### config.mk
export PLATFORM = sky130hd
export DESIGN_NAME = regfile_2r1w_clr
export DESIGN_NICKNAME = d
export VERILOG_FILES = /design/src/rtl/regfile_2r1w_clr.sv
export SDC_FILE = /design/constraint.sdc
export NUM_CORES = 2
export LEC_CHECK = 0
export CAP_MARGIN = 20
export CORE_ASPECT_RATIO = 1.25
export CORE_MARGIN = 5
export CORE_UTILIZATION = 30
export DETAILED_ROUTE_END_ITERATION = 8
export SYNTH_ARGS = -nofsm -noshare
export SYNTH_HDL_FRONTEND = slang
export SYNTH_SLANG_ARGS = --single-unit
### constraint.sdc
create_clock -name clk -period 6.21 [get_ports clk]
set_input_delay 0.9315 -clock clk [delete_from_list [all_inputs] [get_ports clk]]
set_output_delay 0.9315 -clock clk [all_outputs]
set_load 0.01 [all_outputs]
### src/rtl/regfile_2r1w_clr.sv
// Two-read/one-write register file with registered reads, optional zero register and a
// post-reset clear sequencer. Define REGFILE_WR_BYPASS_EN for write-first forwarding.
module regfile_2r1w_clr #(
   parameter int unsigned DATA_W   = 64,
   parameter int unsigned ADDR_W   = 5,
   parameter int unsigned ZERO_REG = 1
) (
   input  logic              clk,
   input  logic              rst,
   input  logic [ADDR_W-1:0] Ad_a,
   input  logic [ADDR_W-1:0] Ad_b,
   input  logic [ADDR_W-1:0] Ad_c,
   input  logic [DATA_W-1:0] data_wr,
   input  logic              wr_acc,
   output logic [DATA_W-1:0] data_a,
   output logic [DATA_W-1:0] data_b,
   output logic              ready
);

   localparam int unsigned     DEPTH   = 1 << ADDR_W;
   localparam logic [ADDR_W-1:0] LAST_IDX = ADDR_W'(DEPTH - 1);
   localparam bit              ZERO_EN = (ZERO_REG != 0);

   typedef enum logic {
      ST_CLEAR,
      ST_RUN
   } state_t;

   state_t            state_q, state_d;
   logic [ADDR_W-1:0] clr_ptr_q, clr_ptr_d;
   logic [DATA_W-1:0] mem [DEPTH];

   logic              mem_we;
   logic [ADDR_W-1:0] mem_waddr;
   logic [DATA_W-1:0] mem_wdata;
   logic              wr_ok;
   logic              zero_a, zero_b;
   logic              byp_a, byp_b;
   logic [DATA_W-1:0] rd_a, rd_b;

   // State, clear pointer and ready register
   always_ff @(posedge clk) begin
      if (rst) begin
         state_q   <= ST_CLEAR;
         clr_ptr_q <= '0;
         ready     <= 1'b0;
      end else begin
         state_q   <= state_d;
         clr_ptr_q <= clr_ptr_d;
         ready     <= (state_d == ST_RUN);
      end
   end

   // Writes to entry 0 vanish when the zero register is enabled
   assign wr_ok  = wr_acc && !(ZERO_EN && (Ad_c == '0));
   assign zero_a = ZERO_EN && (Ad_a == '0);
   assign zero_b = ZERO_EN && (Ad_b == '0);

   // Next state and array write port selection
   always_comb begin
      state_d   = state_q;
      clr_ptr_d = clr_ptr_q;
      mem_we    = 1'b0;
      mem_waddr = Ad_c;
      mem_wdata = data_wr;
      case (state_q)
         ST_CLEAR: begin
            mem_we    = 1'b1;
            mem_waddr = clr_ptr_q;
            mem_wdata = '0;
            clr_ptr_d = clr_ptr_q + ADDR_W'(1);
            if (clr_ptr_q == LAST_IDX) begin
               state_d = ST_RUN;
            end
         end
         ST_RUN: begin
            mem_we = wr_ok;
         end
         default: begin
            state_d = ST_CLEAR;
         end
      endcase
   end

`ifdef REGFILE_WR_BYPASS_EN
   assign byp_a = wr_ok && (Ad_c == Ad_a);
   assign byp_b = wr_ok && (Ad_c == Ad_b);
`else
   assign byp_a = 1'b0;
   assign byp_b = 1'b0;
`endif

   // Zero-register masking wins over forwarding
   always_comb begin
      rd_a = mem[Ad_a];
      rd_b = mem[Ad_b];
      if (byp_a) rd_a = data_wr;
      if (byp_b) rd_b = data_wr;
      if (zero_a) rd_a = '0;
      if (zero_b) rd_b = '0;
   end

   always_ff @(posedge clk) begin
      if (!rst && mem_we) begin
         mem[mem_waddr] <= mem_wdata;
      end
   end

   // Read data is held at zero until the clear has finished
   always_ff @(posedge clk) begin
      if (rst || (state_q != ST_RUN)) begin
         data_a <= '0;
         data_b <= '0;
      end else begin
         data_a <= rd_a;
         data_b <= rd_b;
      end
   end

endmodule

# After elaboration in Yosys (flattened, before gate mapping)
# Memories as Yosys holds them, arrays and structs flattened. A register that Yosys moved wholly into a read port is not among the register bits.
# Cells that the tools add are included.
[totals] ff_bits=6 mem_bits_rw=2048 input_bits=82 output_inout_bits=129 word_cells=23 memories=1
[classes] n_addsub=1 eq_ne=1 n_mux=7 bitwise_logic=1 n_reduce_logical=10
[memory_table] name="mem" depth=32 word_bits=64 rd=2 rd_ports_with_merged_regs=2 write_ports=1 line_no="31" source="logic [DATA_W-1:0] mem [DEPTH];"
[op_table] operator="64-bit 2-to-1 mux" n=1
[op_table] operator="5-bit zero test" n=3
[op_table] operator="5-bit by 1-bit adder with 5-bit output, second input constant" n=1
[op_table] operator="5-bit equality test, second input constant" n=1
[op_table] operator="5-bit 2-to-1 mux" n=1
[op_table] operator="1-bit 2-to-1 mux" n=4
[op_table] operator="2-bit OR reduction" n=2
[op_table] operator="1-bit logical AND" n=2
[op_table] operator="1-bit zero test" n=2
[op_table] operator="1-bit case mux with 2 select lines" n=1
[op_table] operator="1-bit logical OR" n=1
[op_table] operator="1-bit NOT" n=1

# Logic depth before layout (Yosys ltp)
[logic_depth] ltp_word=7 ltp_mapped=9 mapped_depth_nobuf=5

# Least setup slack after synthesis
# Ideal clock, no wire load.
[synth_timing] kind="in2reg" from="input Ad_c[1]" to="memory mem[0][0] (enable)" setup_time_ns=0.486 t_arrival_ns=4.225 required_time_ns=5.724 path_slack_ns=1.499 path_stages=4 cell_sequence="nand2b_1 nor4b_1 o21bai_1 nor2_1"
[synth_between] elab_chain_len=7 word_cells_on_any_way=8 classes_between="4 x mux; 4 x reduce/logical"
[synth_lines] element="start, declared" line_no="12" source="input logic [ADDR_W-1:0] Ad_c,"
[synth_lines] element="5-bit zero test" line_no="55" source="assign wr_ok = wr_acc && !(ZERO_EN && (Ad_c == '0));"
[synth_lines] element="1-bit zero test" line_no="55"
[synth_lines] element="1-bit logical AND" line_no="55"
[synth_lines] element="1-bit case mux with 2 select lines" line_no="66" source="case (state_q)"
[synth_lines] element="1-bit logical AND" line_no="104" source="if (!rst && mem_we) begin"
[synth_lines] element="1-bit 2-to-1 mux" line_no="104"
[synth_lines] element="1-bit 2-to-1 mux (implied by the code)" line_no="105" source="mem[mem_waddr] <= mem_wdata;"
[synth_lines] element="end, declared" line_no="31"
# Parallel ways exist; a longest one is shown, timed or not.

# Final worst setup path
[layout_timing] from="register state_q" to="memory mem[6][25] (enable)"
[layout_between] elab_chain_len=5 word_cells_on_any_way=6 classes_between="4 x mux; 1 x bitwise; 1 x reduce/logical"
[layout_lines] element="start, declared" line_no="29" source="state_t state_q, state_d;"
[layout_lines] element="start signal, assigned" line_no="48" source="state_q <= state_d;"
[layout_lines] element="1-bit NOT"
[layout_lines] element="1-bit case mux with 2 select lines" line_no="66"
[layout_lines] element="1-bit logical AND" line_no="104"
[layout_lines] element="1-bit 2-to-1 mux" line_no="104"
[layout_lines] element="1-bit 2-to-1 mux (implied by the code)" line_no="105"
# Parallel ways exist; a longest one is shown, timed or not.

==> flow_results.xml <==
<?xml version="1.0" encoding="UTF-8"?>
<metrics>
  <group name="yosys">
    <metric name="postSynthNetCount" unit="">6246</metric>
    <metric name="postSynthRegisterBits" unit="">2182</metric>
    <metric name="postSynth.asyncResetShare" unit="">0</metric>
    <metric name="dominantRegCellSynth" unit="">sky130_fd_sc_hd__edfxtp_1</metric>
    <metric name="synth.yosys.seq_area_share" unit="">0.6475</metric>
    <metric name="synth-edff-count" unit="">2048</metric>
    <metric name="syn-instance-count" unit="">6162</metric>
    <metric name="yosysWarnings" unit="">0</metric>
    <metric name="synth_cell_area" unit="mm²">0.09912</metric>
    <metric name="syn_avg_cell_area" unit="µm²">16.09</metric>
    <metric name="synth.distinct_cells" unit="">37</metric>
  </group>
  <group name="timing">
    <metric name="achievable_freq" unit="GHz">0.2553</metric>
    <metric name="fin_crit" unit="ns">3.917</metric>
    <metric name="finalCritPeriodShare" unit="">0.6307</metric>
    <metric name="worst_slew_pin_slew" unit="ns">1.128</metric>
    <metric name="crit_path_setup_slack_layout" unit="ns">2.293</metric>
    <metric name="count_of_endpoints_failing_hold_in_the_final_timing_report" unit="">0</metric>
    <metric name="finalSetupViolations" unit="">0</metric>
    <metric name="worst_case_clock_skew" unit="ns">0.05464</metric>
    <metric name="timing.max_slew.rel_slack" unit="">0.2480</metric>
    <metric name="tns" unit="ns">0</metric>
    <metric name="setup_repair_after_global_routing_missed_its_margin" unit="">no</metric>
    <metric name="timing_max_transition_violations_final" unit="">0</metric>
    <metric name="whs" unit="ns">0.5380</metric>
  </group>
  <group name="clock_tree">
    <metric name="cts.root.buffer_cell" unit="">sky130_fd_sc_hd__clkbuf_16</metric>
    <metric name="tritoncts.num_buffers" unit="">226</metric>
    <metric name="clk_pin_slew" unit="ns">0.06</metric>
    <metric name="cts_max_level" unit="">4</metric>
    <metric name="tritoncts" unit="">done</metric>
    <metric name="clock-sinks" unit="">2182</metric>
    <metric name="cts-resized-gates" unit="">0</metric>
    <metric name="clock_latency" unit="ns">0.91</metric>
    <metric name="post-cts-setup-buffer-count" unit="">0</metric>
    <metric name="clk_path_buf_depth" unit="">4</metric>
    <metric name="ctsHoldBuffers" unit="">0</metric>
  </group>
  <group name="die">
    <metric name="floorplan.die.height" unit="µm">652.7</metric>
    <metric name="rows" unit="">236</metric>
    <metric name="placeableCoreArea" unit="mm²">0.3298</metric>
    <metric name="floorplan.die_area" unit="mm²">0.3421</metric>
    <metric name="floorplan.die.width" unit="µm">524.1</metric>
    <metric name="starting_density_of_the_core" unit="">0.3005</metric>
    <metric name="boundaryPins" unit="">211</metric>
  </group>
  <group name="layout">
    <metric name="stdcell_area" unit="mm²">0.1149</metric>
    <metric name="final_net_count" unit="">6414</metric>
    <metric name="layout.cells.most_common_list" unit="">sky130_fd_sc_hd__edfxtp_1 (2048), sky130_fd_sc_hd__mux2i_1 (1539), sky130_fd_sc_hd__a22oi_1 (768)</metric>
    <metric name="final-instance-count-excl-fill" unit="">10930</metric>
    <metric name="post_route_cells_drive_above_1_share" unit="">0.1507</metric>
    <metric name="area_growth" unit="%">15.87</metric>
    <metric name="fillCellCount" unit="">30840</metric>
    <metric name="utilization" unit="">0.3482</metric>
    <metric name="mostFrequentLayoutCell" unit="">sky130_fd_sc_hd__edfxtp_1</metric>
  </group>
  <group name="pwr">
    <metric name="ir_drop" unit="mV">0.2448</metric>
    <metric name="intPower" unit="mW">24.50</metric>
    <metric name="report.power.total" unit="mW">31.34</metric>
    <metric name="power.share.sequential" unit="">0.510</metric>
    <metric name="pwr_density_cell" unit="mW/mm²">272.9</metric>
    <metric name="power.switching_fraction" unit="">0.2185</metric>
    <metric name="netSwitchingPower" unit="mW">6.849</metric>
    <metric name="share_comb_of_total_power" unit="">0.060</metric>
    <metric name="leakage" unit="nW">38.61</metric>
    <metric name="clock_power_share" unit="">0.430</metric>
  </group>
  <group name="critical_path">
    <metric name="required" unit="ns">6.69</metric>
    <metric name="crit_top_cell" unit="">sky130_fd_sc_hd__nand3_1</metric>
    <metric name="worst-path-max-fanout" unit="">55</metric>
    <metric name="worst-endpoint-arrival" unit="ns">4.40</metric>
    <metric name="critical-path-slowest-cell" unit="">sky130_fd_sc_hd__nor2_4</metric>
    <metric name="timing.critical_path.from_type" unit="">flop</metric>
    <metric name="criticalPathCategory" unit="">flop to flop</metric>
    <metric name="crit_path_max_incr_delay" unit="ns">0.90</metric>
    <metric name="cp-end-kind" unit="">flop</metric>
    <metric name="worstPathCellList" unit="">nand3_1 -&gt; a21oi_1 -&gt; nand3_1 -&gt; nor2_4 -&gt; buf_4</metric>
  </group>
  <group name="place">
    <metric name="dp_hpwl" unit="µm">189700</metric>
    <metric name="routabilityCongestion" unit="">0.8093</metric>
    <metric name="dpl_cell_area" unit="mm²">0.1069</metric>
    <metric name="placedCellCount" unit="">10480</metric>
    <metric name="io_buffer_count" unit="">210</metric>
    <metric name="dp_slack" unit="ns">1.678</metric>
  </group>
  <group name="global_routing">
    <metric name="number_of_global_route_vias_before_repair" unit="">64060</metric>
    <metric name="grt_overflow" unit="">0</metric>
    <metric name="grt_start_max_net_pins" unit="">108</metric>
    <metric name="grt_first_pass_wirelength" unit="µm">466500</metric>
    <metric name="number_of_antenna_violations_at_the_first_check_in_global_routing" unit="">19</metric>
    <metric name="grtUsageTotal" unit="">0.1869</metric>
  </group>
  <group name="route">
    <metric name="routed-via-count" unit="">61580</metric>
    <metric name="wl" unit="µm">331900</metric>
    <metric name="first_iter_violations" unit="">6123</metric>
    <metric name="remaining_drc_errors" unit="">0</metric>
    <metric name="post_drt_via_cell_ratio" unit="">5.635</metric>
    <metric name="antenna_violating_nets_post_route" unit="">0</metric>
    <metric name="average_routed_wire_per_standard_cell" unit="µm">30.37</metric>
    <metric name="detail_route.first_pass.iterations" unit="">6</metric>
  </group>
  <group name="run">
    <metric name="drv.max_cap_violation_count" unit="">0</metric>
  </group>
  <group name="hold_path">
    <metric name="holdCritPathClass" unit="">flop to flop</metric>
  </group>
  <group name="status">
    <metric name="run_status" unit="">complete, no violations</metric>
  </group>
</metrics>
[Yosys cell counts (10+ instances only)]
library cell,instances,area share
sky130_fd_sc_hd__edfxtp_1,2048,0.62
sky130_fd_sc_hd__mux2i_1,1539,0.16
sky130_fd_sc_hd__a22oi_1,768,0.058
sky130_fd_sc_hd__nand3_1,387,0.020
sky130_fd_sc_hd__mux4_2,256,0.058
sky130_fd_sc_hd__clkbuf_1,217,0.0082
sky130_fd_sc_hd__nand2_1,141,0.0053
sky130_fd_sc_hd__dfxtp_1,134,0.027
sky130_fd_sc_hd__mux2_2,129,0.015
sky130_fd_sc_hd__nand4_1,128,0.0081
sky130_fd_sc_hd__buf_2,112,0.0057
sky130_fd_sc_hd__buf_4,97,0.0073
sky130_fd_sc_hd__and2_1,66,0.0042
sky130_fd_sc_hd__nor2_1,43,0.0016
sky130_fd_sc_hd__buf_1,40,0.0015
sky130_fd_sc_hd__buf_6,10,0.0011
[power groups by stage]
stage          Clock [mW]  Sequential (mW)  Combinational [mW]
2_1_floorplan           0             16.3                1.29
3_3_place_gp            0             16.3                1.83
3_5_place_dp            0             16.3                1.86
4_1_cts              13.7             16.0                1.86
5_1_grt              14.3             16.0                1.94
6_report             13.5             16.0                1.87
[critical path, delay by kind of cell, from the launching register on]
kind	cells	cell delay [ns]
simple gates	3	1.77
flops	1	0.83
buf+inv	1	0.59
compound gates	1	0.28
[cell families (layout without fill, tap and decap cells)]
group                      count (synthesis)  count (layout)  synth area share
muxes                                   1924            1924            0.2282
buffers and inverters                    479             833           0.02406
AOI/OAI and AO/OA                        777             777           0.05873
other                                      0               9                 0
xor gates and xnor gates                   2               2         0.0001768
DFF                                     2182            2182            0.6475
adders and majority gates                  2               2         0.0002524
and+or+nand+nor                          796             796           0.04105
[state kept, by name (all words and copies together), names as in the netlist]
signal     flops
state_q        1
data_a        64
clr_ptr_q      5
mem         2048
data_b        64
[path summary, 6_finish.rpt]
check / from / to / slack, ns / depth (start not counted)
max: state_q / mem[6][25] / 2.29 / 5
max reg2reg: state_q / mem[6][25] / 2.29 / 5
min reg2reg: clr_ptr_q[3] / clr_ptr_q[3] / 0.54 / 2
min: clr_ptr_q[3] / clr_ptr_q[3] / 0.54 / 2
[cell type report]
| class | count | area (µm²) | share of cell area |
|---|---|---|---|
| Clock buffer | 289 | 6085 | 0.05298 |
| Multi-Input combinational cell | 3501 | 32910 | 0.2865 |
| Inverter | 1 | 3.754 | 0.00003268 |
| Antenna cell | 9 | 22.52 | 0.0001961 |
| Sequential cell | 2182 | 64190 | 0.5588 |
| Tap cell | 4403 | 5509 | 0.04796 |
| Timing Repair Buffer | 418 | 4921 | 0.04284 |
| Clock inverter | 125 | 1225 | 0.01066 |
[per-layer routing]
metal  GRT usage  vias to the layer above  wire length, µm
met5           0                        -               46
met2      0.3237                     2994           164400
met1      0.2275                    32270           126000
met4     0.09243                        6            18160
met3     0.02649                      834            23360
li1            -                    25470                -
Note: power is estimated with default switching activity, not from simulation.
